**src/rtl/mux_arb_pkg.sv**
```systemverilog
// Shared types and constants for the tri-state bus mux arbiter.
package mux_arb_pkg;

    localparam int unsigned BEAT_W = 4;
    localparam int unsigned GAP_W  = 2;

    // Owner encoding doubles as the mux select value
    localparam logic OWNER_A = 1'b0;
    localparam logic OWNER_B = 1'b1;

    typedef enum logic [1:0] {
        IDLE  = 2'd0,
        OWN_A = 2'd1,
        OWN_B = 2'd2,
        TURN  = 2'd3
    } arb_state_e;

endpackage

```
**src/rtl/mux_bus_arbiter_rr_pick.sv**
```systemverilog
// Round-robin pick between two requesters; on a tie the non-last owner wins.
module rr_pick
    import mux_arb_pkg::*;
(
    input  logic req_a,
    input  logic req_b,
    input  logic last_owner,
    output logic valid,
    output logic winner
);

    // Combinational winner selection
    always_comb begin
        valid  = req_a | req_b;
        winner = OWNER_A;
        if (req_a && req_b) begin
            winner = ~last_owner;
        end else if (req_b) begin
            winner = OWNER_B;
        end
    end

endmodule

```
**src/rtl/mux_bus_arbiter.sv**
```systemverilog
// Round-robin burst arbiter driving the select/enable of an 8-bit tri-state 2:1 mux,
// with bus-idle turnaround cycles between owners.
// Optional macro MUX_ARB_BURST_LIMIT_EN enables the MAX_BURST forced release.
module mux_bus_arbiter
    import mux_arb_pkg::*;
#(
    parameter int unsigned MAX_BURST  = 8,
    parameter int unsigned GAP_CYCLES = 1
) (
    input  logic              clk,
    input  logic              rst_n,
    input  logic              req_a,
    input  logic              req_b,
    input  logic              last_a,
    input  logic              last_b,
    output logic              gnt_a,
    output logic              gnt_b,
    output logic              sel,
    output logic              bus_en,
    output logic [BEAT_W-1:0] beat_cnt,
    output logic              forced
);

    localparam logic [GAP_W-1:0] GAP_LAST = GAP_W'((GAP_CYCLES == 0) ? 0 : GAP_CYCLES - 1);

    arb_state_e        state_q;
    logic              gnt_a_q, gnt_b_q, sel_q, bus_en_q, forced_q, last_owner_q;
    logic [BEAT_W-1:0] beat_cnt_q;
    logic [GAP_W-1:0]  gap_q;

    logic              own_c, cur_owner_c, cur_req_c, cur_last_c;
    logic              limit_hit_c, release_c, pick_last_c, pick_valid_c, pick_winner_c, arb_go_c;
    logic [BEAT_W-1:0] beat_next_c;

    // Current-owner view, release decision and beat counter next value
    always_comb begin
        own_c       = (state_q == OWN_A) || (state_q == OWN_B);
        cur_owner_c = (state_q == OWN_B) ? OWNER_B : OWNER_A;
        cur_req_c   = cur_owner_c ? req_b : req_a;
        cur_last_c  = cur_owner_c ? last_b : last_a;
`ifdef MUX_ARB_BURST_LIMIT_EN
        beat_next_c = beat_cnt_q + BEAT_W'(1);
        limit_hit_c = cur_req_c && (beat_cnt_q == BEAT_W'(MAX_BURST - 1));
`else
        beat_next_c = (beat_cnt_q == {BEAT_W{1'b1}}) ? beat_cnt_q : beat_cnt_q + BEAT_W'(1);
        limit_hit_c = 1'b0;
`endif
        release_c   = own_c && (!cur_req_c || cur_last_c || limit_hit_c);
        // While owning, the releasing owner is the reference for the immediate (no-gap) pick
        pick_last_c = own_c ? cur_owner_c : last_owner_q;
    end

`ifndef MUX_ARB_BURST_LIMIT_EN
    // Keeps MAX_BURST referenced when the cut-off is compiled out
    logic [BEAT_W-1:0] unused_burst_c;
    assign unused_burst_c = BEAT_W'(MAX_BURST);
`endif

    rr_pick u_rr_pick (
        .req_a      (req_a),
        .req_b      (req_b),
        .last_owner (pick_last_c),
        .valid      (pick_valid_c),
        .winner     (pick_winner_c)
    );

    // Arbitration happens in IDLE, at the end of TURN, or at release when there is no gap
    always_comb begin
        arb_go_c = pick_valid_c &&
                   ((state_q == IDLE) ||
                    ((state_q == TURN) && (gap_q == GAP_LAST)) ||
                    (release_c && (GAP_CYCLES == 0)));
    end

    // Arbiter FSM with registered outputs; a new grant overrides the release updates
    always_ff @(posedge clk) begin
        if (!rst_n) begin
            state_q      <= IDLE;
            gnt_a_q      <= 1'b0;
            gnt_b_q      <= 1'b0;
            sel_q        <= 1'b0;
            bus_en_q     <= 1'b0;
            forced_q     <= 1'b0;
            beat_cnt_q   <= '0;
            gap_q        <= '0;
            last_owner_q <= OWNER_B;
        end else begin
            forced_q <= 1'b0;
            case (state_q)
                TURN: begin
                    if (gap_q == GAP_LAST) begin
                        state_q <= IDLE;
                    end else begin
                        gap_q <= gap_q + GAP_W'(1);
                    end
                end
                OWN_A, OWN_B: begin
                    if (cur_req_c) begin
                        beat_cnt_q <= beat_next_c;
                    end
                    if (release_c) begin
                        last_owner_q <= cur_owner_c;
                        forced_q     <= limit_hit_c;
                        gnt_a_q      <= 1'b0;
                        gnt_b_q      <= 1'b0;
                        bus_en_q     <= 1'b0;
                        gap_q        <= '0;
                        state_q      <= (GAP_CYCLES == 0) ? IDLE : TURN;
                    end
                end
                default: ;
            endcase
            if (arb_go_c) begin
                state_q    <= pick_winner_c ? OWN_B : OWN_A;
                gnt_a_q    <= ~pick_winner_c;
                gnt_b_q    <= pick_winner_c;
                sel_q      <= pick_winner_c;
                bus_en_q   <= 1'b1;
                beat_cnt_q <= '0;
            end
        end
    end

    assign gnt_a    = gnt_a_q;
    assign gnt_b    = gnt_b_q;
    assign sel      = sel_q;
    assign bus_en   = bus_en_q;
    assign beat_cnt = beat_cnt_q;
    assign forced   = forced_q;

endmodule

```
**config.mk**
```make
export PLATFORM = sky130hd
export DESIGN_NAME = mux_bus_arbiter
export DESIGN_NICKNAME = d
export VERILOG_FILES = /design/src/rtl/mux_arb_pkg.sv /design/src/rtl/mux_bus_arbiter_rr_pick.sv /design/src/rtl/mux_bus_arbiter.sv
export SDC_FILE = /design/constraint.sdc
export NUM_CORES = 1
export LEC_CHECK = 0
export BUFFER_PORTS_ARGS = -buffer_cell sky130_fd_sc_hd__clkbuf_2
export CORE_MARGIN = 10
export CORE_UTILIZATION = 50
export CTS_BUF_LIST = sky130_fd_sc_hd__clkbuf_8
export DETAILED_ROUTE_END_ITERATION = 8
export HOLD_SLACK_MARGIN = 0.06
export PLACE_DENSITY = 0.81
export SETUP_SLACK_MARGIN = 0.2
export SYNTH_ARGS = -nofsm -noshare
export SYNTH_HDL_FRONTEND = slang
export SYNTH_SLANG_ARGS = --single-unit
export TNS_END_PERCENT = 30
```
**constraint.sdc**
```tcl
create_clock -name clk -period 1.7 [get_ports clk]
set_input_delay 0.085 -clock clk [delete_from_list [all_inputs] [get_ports clk]]
set_output_delay 0.085 -clock clk [all_outputs]
set_load 0.03 [all_outputs]
```
==> flow_metrics.env, run 1 <==
export IMPL_result_of_the_run="completed"
export IMPL_max_slew_violation_count=0
export IMPL_setup_repair_after_global_routing_missed_its_margin="true"
export IMPL_routed_wirelength_um=1960
export IMPL_setup_ws_final_ns=0.189
export IMPL_dp_worst_setup_slack_ns=0.0952
export IMPL_post_layout_min_period_ns=1.51
export IMPL_layout_drive_gt1_share_pct=36.4
export IMPL_timing_hold_worst_endpoint="gnt_a"
export IMPL_seq_area_um2=265
export IMPL_synth_seq_area_share_pct=32.1
export IMPL_critPathRequiredTime_ns=1.88
export IMPL_post_dp_hpwl_um=1390
export IMPL_track_usage_pct=10.5
export IMPL_num_antenna_cells=0
export IMPL_ys_warnings_count=0
export IMPL_most_common_cell_after_layout_fill_and_taps_aside="sky130_fd_sc_hd__clkbuf_2"
export IMPL_routed_via_count=761
export IMPL_globalplace_congestion=0.829
export IMPL_area_of_combinational_cells_with_multiple_inputs_um2=569
export IMPL_numCtsBuffers=3
export IMPL_cts_sinks=13
export IMPL_rr_startpoint="state_q[0]"
export IMPL_dieHeight_um=60.2
export IMPL_fmaxAchievable_mhz=662
export IMPL_ctsHoldBuffers=0
export IMPL_finalClockSkew_ns=0.00470
export IMPL_ff2ff_setup_slack_ns=0.19
export IMPL_max_vdd_ir_drop_v=0.00121
export IMPL_drt_wirelength_per_cell_um=15.9
export IMPL_initial_detailed_routing_violation_count=28
export IMPL_finish_net_count=119
export IMPL_synthesis_area_per_instance_um2=8.99
export IMPL_timing_rr_end="beat_cnt[0]"
export IMPL_clockRootBuffer="sky130_fd_sc_hd__clkbuf_8"
export IMPL_worstPathArrival_ns=1.69
export IMPL_endpoint_kind="flop"
export IMPL_htree_levels=1
export IMPL_die_x_um=60.2
export IMPL_most_common_layout_cells="13 x sky130_fd_sc_hd__clkbuf_2, 11 x sky130_fd_sc_hd__dfxtp_1, 9 x sky130_fd_sc_hd__inv_1"
export IMPL_total_die_area_um2=3630
export IMPL_largest_net_degree_at_the_start_of_global_routing=12
export IMPL_drv_cap=0
export IMPL_ant_nets=0
export IMPL_antenna_violations_before_repair=0
export IMPL_number_of_distinct_library_cells_after_synthesis=42
export IMPL_fin_crit_sh_pct=88.9
export IMPL_clk_latency_ns=0.25
export IMPL_area_growth_synth_to_final_pct=27.5
export IMPL_critical_path_startpoint_type="flop"
export IMPL_timing_hold_worst_path_depth=2
export IMPL_hold_path_startpoint="rst_n"
export IMPL_hold_ws_ns=0.197
export IMPL_postSynthRegisterBits=13
export IMPL_clk_pin_slew_worst_paths_ns=0.05
export IMPL_post_synth_inst_count=90
export IMPL_global_route_wire_length_before_repair_um=2990
export IMPL_cts_root_to_sink_buffers=2
export IMPL_synth_flop_cell="sky130_fd_sc_hd__dfxtp_1"
export IMPL_effective_utilization_at_floorplan_pct=53.1
export IMPL_io_pins=15
export IMPL_fill_cell_count=109
export IMPL_globalRouteOverflowTotal=0
export IMPL_mappedNetlistArea_um2=810
export IMPL_synth_nets=101
export IMPL_final_count_of_negative_setup_slack_endpoints=0
export IMPL_drt_drc_violations_left=0
export IMPL_detailedRoute_firstPassIterationCount=4
export IMPL_hold_path_class="input port to flop"
export IMPL_worst_r2r_cell_count=5
export IMPL_grt_pass1_vias=701
export IMPL_cts_tree="yes"
export IMPL_io_buffer_count=13
export IMPL_synth_async_reset_ratio_pct=0
export IMPL_critPathMaxFanout=6
export IMPL_hold_violation_total_from_the_final_report=0
export IMPL_layout_core_utilization_pct=67.7
export IMPL_timing_setup_critical_path_class="flop to flop"
export IMPL_totalNegativeSetupSlack_ns=0
export IMPL_power_density_nw_per_um2=1670
export IMPL_fp_row_count=14
export IMPL_synth_enable_flop_cells=0
export IMPL_avgViaCountPerCell=6.19
export IMPL_total_leakage_power_nw=0.413
export IMPL_placeable_area_um2=1520
## logic make-up (layout without fill, tap and decap cells)
logic type               Yosys count  in the layout  synth area share [%]
other                              1              1                 0.463
flip-flops                        13             13                  32.1
buffers and inverters             14             31                  7.57
AND/OR/NAND/NOR                   23             23                  18.9
AO/OA/AOI/OAI                     31             31                  29.4
multiplexers                       3              3                  3.86
adder cells (fa/ha/maj)            5              5                  7.73
## stage by stage
stage               std cells  area, um^2  power, W
floorplan                  90         828   0.00107
global placement          117         897   0.00120
detailed placement        117         897   0.00121
CTS                       121         952   0.00151
global route              123        1030   0.00184
finish                    123        1030   0.00173
## synth_stat cells, drive strengths merged, types with 3 or more instances
cell type | n | area share (%)
buf | 3 | 2.5
o31ai | 3 | 2.8
ha | 5 | 7.7
a21oi | 6 | 3.7
dfxtp | 13 | 32
o21ai | 3 | 1.9
inv | 11 | 5.1
nand2 | 3 | 1.4
## registers in the layout, indices dropped and copies added, names as in the netlist
name,cells
beat_cnt,4
gap_q,2
state_q,2
bus_en,1
gnt_a,1
gnt_b,1
last_owner_q,1
sel,1
## area by class of cell
cell class,count,area share [%]
well taps,16,1.94
multi-input cells,63,55.2
inverters,11,4.00
clock buffers,3,4.00
flip-flops and latches,13,25.7
clock inverters,1,0.364
repair buffers,16,8.85
## layer usage
layer	track usage [%]	vias to the layer above	part of all wire, %
met1	11.5	361	47
met4	3.85	0	1.2
li1	-	382	-
met5	0	-	0
met2	16.8	13	46
met3	5.72	5	6.2
## where the power goes
part	internal [W]	switching (W)	leakage [nW]
combinational	0.000449	0.000558	0.279
sequential	0.000386	0.0000630	0.107
clock	0.000159	0.000109	0.0269
## timing repair
action,in CTS,in global routing
setup endpoints to repair,7,10
pin swaps,0,3
buffers inserted,0,2
gates resized for setup,3,14
## critical path, cell delays in order (launching register included)
cell and delay [ns]:
sky130_fd_sc_hd__dfxtp_2 0.34, sky130_fd_sc_hd__inv_2 0.07, sky130_fd_sc_hd__ha_4 0.32, sky130_fd_sc_hd__inv_2 0.07, sky130_fd_sc_hd__or4_1 0.51, sky130_fd_sc_hd__a21oi_1 0.14
## worst max path at each step
stage,startpoint,endpoint,cells after the start
floorplan,state_q[1],beat_cnt[0],6
global placement,state_q[0],beat_cnt[0],5
detailed placement,state_q[0],beat_cnt[0],5
CTS,state_q[1],state_q[0],5
global route,state_q[1],sel,4
finish,state_q[0],beat_cnt[0],5
Power figures use the tool's default switching activity.
==> run 2: changes to the inputs <==
--- a/config.mk
+++ b/config.mk
@@ -9,3 +9,3 @@
 export CORE_MARGIN = 10
-export CORE_UTILIZATION = 50
+export CORE_UTILIZATION = 51
 export CTS_BUF_LIST = sky130_fd_sc_hd__clkbuf_8
@@ -13,3 +13,3 @@
 export HOLD_SLACK_MARGIN = 0.06
-export PLACE_DENSITY = 0.81
+export PLACE_DENSITY = 0.82
 export SETUP_SLACK_MARGIN = 0.2
@@ -17,2 +17,3 @@
 export SYNTH_HDL_FRONTEND = slang
+export SYNTH_HIERARCHICAL = 1
 export SYNTH_SLANG_ARGS = --single-unit
--- a/constraint.sdc
+++ b/constraint.sdc
@@ -3,2 +3,2 @@
 set_output_delay 0.085 -clock clk [all_outputs]
-set_load 0.03 [all_outputs]
+set_load 0.005 [all_outputs]
==> flow_metrics.env, run 2 <==
export IMPL_cts_tree="yes"
export IMPL_synth_seq_area_share_pct=31.4
export IMPL_final_count_of_negative_setup_slack_endpoints=0
export IMPL_numCtsBuffers=3
export IMPL_max_slew_violation_count=0
export IMPL_yosysTopAreaCell="sky130_fd_sc_hd__dfxtp_1"
export IMPL_avgViaCountPerCell=6.54
export IMPL_antenna_violations_before_repair=0
export IMPL_power_density_nw_per_um2=1670
export IMPL_worstPathArrival_ns=1.80
export IMPL_totalNegativeSetupSlack_ns=0
export IMPL_drt_drc_violations_left=0
export IMPL_io_pins=15
export IMPL_crit_chain="inv_2 > ha_4 > mux2_4 > a21boi_4 > nand2_2 > o211ai_1 > a211oi_1"
export IMPL_post_dp_cell_area_um2=947
export IMPL_globalplace_congestion=0.906
export IMPL_synth_flop_cell="sky130_fd_sc_hd__dfxtp_1"
export IMPL_finish_net_count=129
export IMPL_post_synth_inst_count=95
export IMPL_detailedRoute_firstPassIterationCount=4
export IMPL_critPathRequiredTime_ns=1.82
export IMPL_timing_setup_critical_path_class="flop to flop"
export IMPL_cts_sinks=13
export IMPL_htree_levels=1
export IMPL_io_buffer_count=13
export IMPL_cts_root_to_sink_buffers=2
export IMPL_setup_repair_after_global_routing_missed_its_margin="true"
export IMPL_synth_enable_flop_cells=0
export IMPL_synth_largest_type_area_fraction_pct=31.4
export IMPL_fill_cell_count=105
export IMPL_drv_cap=0
export IMPL_grt_pass1_vias=901
export IMPL_largest_reg_flops=4
export IMPL_crit_buf_inv=1
export IMPL_number_of_distinct_library_cells_after_synthesis=46
export IMPL_clockRootBuffer="sky130_fd_sc_hd__clkbuf_8"
export IMPL_initial_detailed_routing_violation_count=17
export IMPL_area_growth_synth_to_final_pct=32.3
export IMPL_critical_path_startpoint_type="flop"
export IMPL_clk_pin_slew_worst_paths_ns=0.05
export IMPL_synth_async_reset_ratio_pct=0
export IMPL_clk_latency_ns=0.25
export IMPL_endpoint_kind="flop"
export IMPL_effective_utilization_at_floorplan_pct=54.4
export IMPL_die_x_um=60.3
export IMPL_most_common_cell_after_layout_fill_and_taps_aside="sky130_fd_sc_hd__clkbuf_2"
export IMPL_ys_warnings_count=6
export IMPL_num_antenna_cells=0
export IMPL_largest_net_degree_at_the_start_of_global_routing=12
export IMPL_total_leakage_power_nw=0.443
export IMPL_max_vdd_ir_drop_v=0.000905
export IMPL_fmaxAchievable_mhz=595
export IMPL_path_delay_family="compound AO/OA/AOI/OAI gates"
export IMPL_critical_path_max_stage_delay_ns=0.34
export IMPL_finish_instance_area_um2=1100
export IMPL_track_usage_pct=14.8
export IMPL_ranking_of_synthesized_cells_by_instance_count="13 x sky130_fd_sc_hd__dfxtp_1, 9 x sky130_fd_sc_hd__inv_1, 5 x sky130_fd_sc_hd__a21oi_1, 5 x sky130_fd_sc_hd__ha_1, 5 x sky130_fd_sc_hd__nor3_1"
export IMPL_global_route_wire_length_before_repair_um=4120
export IMPL_finalClockSkew_ns=0.00153
export IMPL_ys_top_cells_by_area="sky130_fd_sc_hd__dfxtp_1 31%, sky130_fd_sc_hd__ha_1 7.5%, sky130_fd_sc_hd__inv_1 4.1%"
export IMPL_placeable_area_um2=1520
export IMPL_hold_violation_total_from_the_final_report=0
export IMPL_mappedNetlistArea_um2=830
export IMPL_result_of_the_run="completed"
export IMPL_most_common_layout_cells="13 x sky130_fd_sc_hd__clkbuf_2, 11 x sky130_fd_sc_hd__dfxtp_1, 9 x sky130_fd_sc_hd__buf_4"
export IMPL_critical_path_slowest_cell="sky130_fd_sc_hd__dfxtp_2"
export IMPL_drt_wirelength_per_cell_um=19.1
export IMPL_synth_nets=106
export IMPL_fin_crit_sh_pct=98.9
export IMPL_dieHeight_um=60.3
export IMPL_post_layout_min_period_ns=1.68
export IMPL_hold_path_class="input port to flop"
export IMPL_post_dp_hpwl_um=1740
export IMPL_most_frequent_cell_after_synthesis="sky130_fd_sc_hd__dfxtp_1"
export IMPL_fp_row_count=14
export IMPL_total_die_area_um2=3640
export IMPL_globalRouteOverflowTotal=0
export IMPL_layout_drive_gt1_share_pct=41.0
export IMPL_synthesis_area_per_instance_um2=8.73
export IMPL_postSynthRegisterBits=13
export IMPL_routed_via_count=870
export IMPL_ant_nets=0
export IMPL_critPathMaxFanout=4
export IMPL_routed_wirelength_um=2540
==> run 2: per-stage QoR <==
step	util [%]	setup slack, ns	cells	hold WS, ns	power, W
6_report	72.0	0.0188	133	0.188	0.00183
5_1_grt	72.0	-0.0225	133	0.207	0.00192
4_1_cts	68.6	0.0625	133	0.162	0.00172
3_5_place_dp	62.2	-0.00593	125	0.415	0.00133
3_3_place_gp	62.2	0.0113	125	0.404	0.00129
2_1_floorplan	-	0.0335	95	0.257	0.00107
==> run 2: kinds of logic (layout without fill, tap and decap cells) <==
| kind of cell | after synthesis | in the layout | share of synthesized area (%) |
|---|---|---|---|
| multiplexers | 4 | 4 | 5.58 |
| other | 1 | 1 | 0.452 |
| AO/OA/AOI/OAI | 30 | 30 | 25.6 |
| adder cells (fa/ha/maj) | 5 | 5 | 7.54 |
| AND/OR/NAND/NOR | 29 | 29 | 22.0 |
| buffers and inverters | 13 | 35 | 7.39 |
| flip-flops | 13 | 13 | 31.4 |
==> run 2: cell type report <==
| type | instances | area, um^2 | share of cell area, % |
|---|---|---|---|
| Sequential cell | 13 | 263 | 23.9 |
| Clock inverter | 1 | 3.75 | 0.342 |
| Inverter | 9 | 33.8 | 3.08 |
| Multi-Input combinational cell | 69 | 603 | 55.0 |
| Timing Repair Buffer | 22 | 133 | 12.1 |
| Tap cell | 16 | 20.0 | 1.82 |
| Clock buffer | 3 | 41.3 | 3.76 |
==> run 2: metal layers <==
layer | wire length [um] | global-route usage, % | part of all wire, %
met5 | 0 | 0 | 0
met4 | 54 | 10.6 | 2.1
met3 | 174 | 5.85 | 6.9
met2 | 1220 | 21.5 | 48
met1 | 1080 | 17.4 | 43
==> run 2: where the power goes <==
group	internal [W]	total (W)	switching, W
Sequential	0.000382	0.000433	0.0000518
Clock	0.000160	0.000276	0.000116
Combinational	0.000543	0.00112	0.000577
Total	0.00108	0.00183	0.000745
==> run 2: worst paths after layout <==
kind / start / slack, ns / depth (start not counted) / end
min: rst_n / 0.19 / 2 / last_owner_q
max reg2reg: state_q[0] / 0.02 / 7 / state_q[0]
min reg2reg: gap_q[1] / 0.46 / 2 / gap_q[1]
max: state_q[0] / 0.02 / 7 / state_q[0]
==> run 2: timing repair <==
| action | 4_1_cts | 5_1_grt |
|---|---|---|
| endpoints found under the setup margin | 13 | 13 |
| resized for setup | 5 | 11 |
| setup buffers | 4 | 0 |
| hold buffers | 0 | 0 |
| pin swaps | 4 | 8 |
